<file path="src/rtl/seg_pkg.sv">
// seg_pkg: shared constants, nibble type and scan-state enum for the segment scanner
package seg_pkg;
  localparam int NUM_DIGITS = 4;
  typedef logic [3:0] nibble_t;
  typedef enum logic {EMPTY, PENDING} scan_state_t;
  function automatic nibble_t nib(input logic [4*NUM_DIGITS-1:0] v, input logic [1:0] i);
    return v[{i, 2'b00} +: 4];
  endfunction
endpackage

</file>
<file path="src/rtl/refresh_tick.sv">
// refresh_tick: free-running 0..DIV-1 prescaler; tick marks the last count of each slot
module refresh_tick #(
  parameter int DIV = 50000,
  parameter int CW = DIV > 1 ? $clog2(DIV) : 1
) (
  input  logic          clk,
  input  logic          rst_n,
  output logic          tick,
  output logic [CW-1:0] count
);
  assign tick = count == CW'(DIV - 1);
  always_ff @(posedge clk or negedge rst_n)
    if (!rst_n) count <= '0;
    else count <= tick ? '0 : count + 1'b1;
endmodule

</file>
<file path="src/rtl/seg_scan_ctrl.sv">
// seg_scan_ctrl: 4-digit multiplexed display scanner with guard blanking, leading-zero
// suppression and a one-deep pending buffer swapped in only at frame wrap
module seg_scan_ctrl
  import seg_pkg::*;
#(
  parameter int REFRESH_DIV = 50000,
  parameter int GUARD = 2
) (
  input  logic                    clk,
  input  logic                    rst_n,
  input  logic                    load,
  input  logic [4*NUM_DIGITS-1:0] digits_in,
  output logic                    load_ready,
  input  logic                    lz_en,
  output logic [3:0]              bin,
  output logic [3:0]              an_n,
  output logic [1:0]              digit_idx
);
  localparam int CW = REFRESH_DIV > 1 ? $clog2(REFRESH_DIV) : 1;
  localparam logic [CW-1:0] G = CW'(GUARD);
  logic tick, wrap, blank_n;
  logic [CW-1:0] count, cnt_n;
  logic [1:0] idx_n;
  logic [4*NUM_DIGITS-1:0] pending, active, act_n;
  scan_state_t state;
  refresh_tick #(.DIV(REFRESH_DIV), .CW(CW)) u_tick (
    .clk(clk), .rst_n(rst_n), .tick(tick), .count(count)
  );
  assign load_ready = state == EMPTY;
  // outputs are registered from next-cycle values so they change on the same edge as digit_idx
  always_comb begin
    wrap = tick && digit_idx == 2'd3;
    cnt_n = tick ? '0 : count + 1'b1;
    idx_n = tick ? digit_idx + 2'd1 : digit_idx;
    act_n = wrap && state == PENDING ? pending : active;
    blank_n = lz_en && idx_n != 2'd0 && (act_n >> {idx_n, 2'b00}) == '0;
  end
  always_ff @(posedge clk or negedge rst_n)
    if (!rst_n) begin
      state     <= EMPTY;
      pending   <= '0;
      active    <= '0;
      digit_idx <= '0;
      bin       <= '0;
      an_n      <= 4'hF;
    end else begin
      digit_idx <= idx_n;
      active    <= act_n;
      bin       <= nib(act_n, idx_n);
      an_n      <= cnt_n < G || blank_n ? 4'hF : ~(4'b1 << idx_n);
      if (state == EMPTY && load) begin
        pending <= digits_in;
        state   <= PENDING;
      end else if (state == PENDING && wrap) state <= EMPTY;
    end
endmodule

</file>
<file path="config.mk">
export PLATFORM = sky130hd
export DESIGN_NAME = seg_scan_ctrl
export DESIGN_NICKNAME = d
export VERILOG_FILES = /design/src/rtl/seg_pkg.sv /design/src/rtl/refresh_tick.sv /design/src/rtl/seg_scan_ctrl.sv
export SDC_FILE = /design/constraint.sdc
export NUM_CORES = 1
export LEC_CHECK = 0
export CELL_PAD_IN_SITES_DETAIL_PLACEMENT = 1
export CELL_PAD_IN_SITES_GLOBAL_PLACEMENT = 2
export CORE_ASPECT_RATIO = 0.8
export CORE_MARGIN = 2
export CORE_UTILIZATION = 36
export CTS_CLUSTER_DIAMETER = 30
export DETAILED_ROUTE_END_ITERATION = 16
export HOLD_SLACK_MARGIN = 0.05
export PLACE_DENSITY_LB_ADDON = 0.1
export SETUP_SLACK_MARGIN = 0.4
export SLEW_MARGIN = 20
export SYNTH_ARGS = -nofsm -noshare
export SYNTH_HDL_FRONTEND = slang
export SYNTH_SLANG_ARGS = --single-unit
</file>
<file path="constraint.sdc">
create_clock -name clk -period 3.3 [get_ports clk]
set_clock_uncertainty 0.05 [all_clocks]
set_input_delay 0.33 -clock clk [delete_from_list [all_inputs] [get_ports clk]]
set_output_delay 0.33 -clock clk [all_outputs]
set_load 0.01 [all_outputs]
</file>
==> metrics <==
status finished clean; Core Region 8560 µm²; Post-Syn Area 3190 µm²; Final Setup Violations 0; starting density of the core 0.373; post-synthesis async set-or-reset flop share 1.00; most frequent cells in the layout nand2_1, dfrtp_1, clkdlybuf4s50_1, nor2_1, mux2_2; Mapped Cells 330; Pre-antenna DRT Iters 4; CP Max Fanout 7; ys flop type dfrtp_1; Area growth syn-to-layout 22.7%; final worst setup slack 0.526 ns; post-detail-place hpwl ~6.6 mm; Required @ worst endpoint 3.50 ns; FF+latch area 1480 µm²; share of cells above drive strength 1 0.215; largest net degree at the start of global routing 48; reg2reg start u_tick.count[10]; WL/cell 18.2 µm; Sink Count around 60; cts bufs inserted 9; Mapped Avg Cell Area 9.68 µm²; Fmax achieved 0.360 GHz; Worst-Skew Late Latency around 0.34 ns; Final min period 2.77 ns; Final Util 0.458; Diodes inserted 0; crit path capture type flop; most common cell after layout, fill and taps aside nand2_1; Seq/Total Area, Yosys 0.464; Row Count 30; EDFF count, synth 0; antenna viol nets, final 0; final total power 1.43 mW; RSZ-0062 raised after global routing false; Worst EP arrival 2.98 ns; die width 109 µm; R2R cell count 9; IO Count 31; worst-margin pin slew ~0.6 ns; area of the multi-input gates between 1500 and 2000 µm²; Netlist cell types 60; DR vias/cell 5.43; grt total ovfl 0; CP Launch Type flop; Nets 393; register-to-register setup slack 0.53 ns; register bit count reported by yosys 59; GRT Util Overall 0.201; DP Cell Count approximately 470; reg2reg end an_n[3]; final RePlAce weighted congestion 0.861; Worst Hold Class reg2reg; CTS tree built; fin cells 488; Hold Crit Endpoint active[2]; final hold violations 0; Setup CP Type reg2reg; vias in the first global route roughly 2.6k; Hold Crit Depth 2; IO Port Bufs 30; first-pass GRT wire length between 10 and 15 mm; P_leak 1.75 nW; initial antenna violation count 0; tightest hold margin approximately 0.42 ns; fill count 995; Power Dens Cells 364 nW/µm²; final wirelength 8.87 mm; via count 2649; Slew Limit Fails 0; Post-DP Area 3630 µm²; Max transition margin 0.607; DIE HEIGHT 88.2 µm; Setup TNS 0 ns; IR drop worst, VDD between 0.2 and 0.25 mV; DRT iter0 DRCs 141; # DRC 0; Worst Min Path Start active[2]; final instance area 3920 µm²; Mapped Nets 352; die area ~9600 µm²; period utilization 0.841; pre-CTS setup slack 0.298 ns; CTS Buffer Depth 2; root buf cell clkbuf_8; YS warnings 0; # Max-Cap Violations 0; Worst-path clk slew 0.06 ns; H-tree levels 3
repair_timing:
item	CTS	global route
hold buffers	0	1
hold endpoints to repair	0	42
resized for setup	3	18
pin swaps	0	2
buffers inserted	0	3
setup endpoints to repair	3	4
layer usage:
| metal | vias up | track usage | wire length, µm |
|---|---|---|---|
| met1 | 1321 | 0.308 | 4610 |
| met3 | 8 | 0.0464 | 552 |
| met4 | 0 | 0.0552 | 100 |
| li1 | 1259 | - | - |
| met5 | - | 0 | 0 |
| met2 | 61 | 0.283 | 3610 |
how the worst max path moves through the flow:
stage | from | to | slack (ns) | depth (start not counted)
2_1_floorplan | digit_idx[0] | an_n[2] | 0.67 | 10
3_3_place_gp | u_tick.count[7] | an_n[1] | 0.32 | 9
3_5_place_dp | u_tick.count[5] | an_n[3] | 0.30 | 9
4_1_cts | u_tick.count[0] | an_n[3] | 0.41 | 10
5_1_grt | u_tick.count[0] | an_n[2] | 0.39 | 10
6_report | u_tick.count[10] | an_n[3] | 0.53 | 9
area by class of cell:
cell class	count	share of cell area
clock inverter	3	0.00383
multi-input combinational	250	0.431
clock buffer	13	0.0405
tap	112	0.0358
sequential	59	0.378
inverter	7	0.00702
timing repair buffer	44	0.103
kinds of logic after synthesis:
kind of cell / synth area share
xor gates and xnor gates: 0.0466
buffers and inverters: 0.0317
DFF: 0.464
muxes: 0.0936
adders and majority gates: 0.00784
AOI/OAI and AO/OA: 0.111
and+or+nand+nor: 0.246
power by group:
| group | internal [mW] | switching (mW) |
|---|---|---|
| Clock | 0.310 | 0.275 |
| Combinational | 0.0422 | 0.0272 |
| Sequential | 0.747 | 0.0248 |
cell usage after synthesis (all sizes together) (4+ instances only):
master	number	area [µm²]
inv	6	22.5
mux2	19	214
nor3	13	96.4
and2	5	31.3
a211oi	6	45.0
o211ai	4	30.0
clkbuf	7	26.3
or3	7	43.8
dfstp	4	105
xor2	9	78.8
mux2i	4	40.0
buf	7	47.6
nand4	4	25.0
nor2	21	86.3
nand3	14	70.1
dfrtp	55	1380
o21ai	12	60.1
o22ai	4	25.0
and3	5	31.3
a21oi	7	38.8
a31oi	5	37.5
nand2	69	259
nor4	5	31.3
xnor2	8	70.1
flip-flops by register name, summed over array words and instances, names as in the netlist:
name,count
bin,4
state,1
active,16
digit_idx,2
pending,16
an_n,4
u_tick.count,16
worst max-delay path: stages (launching register included):
cell     delay (ns)
dfrtp_1        0.48
or3b_4         0.46
nor3_4         0.27
a21oi_2        0.12
nor2_4         0.18
inv_2          0.10
o211a_1        0.24
a31oi_2        0.23
nor4b_4        0.07
or4_1          0.48
Note: power is estimated with default switching activity, not from simulation.
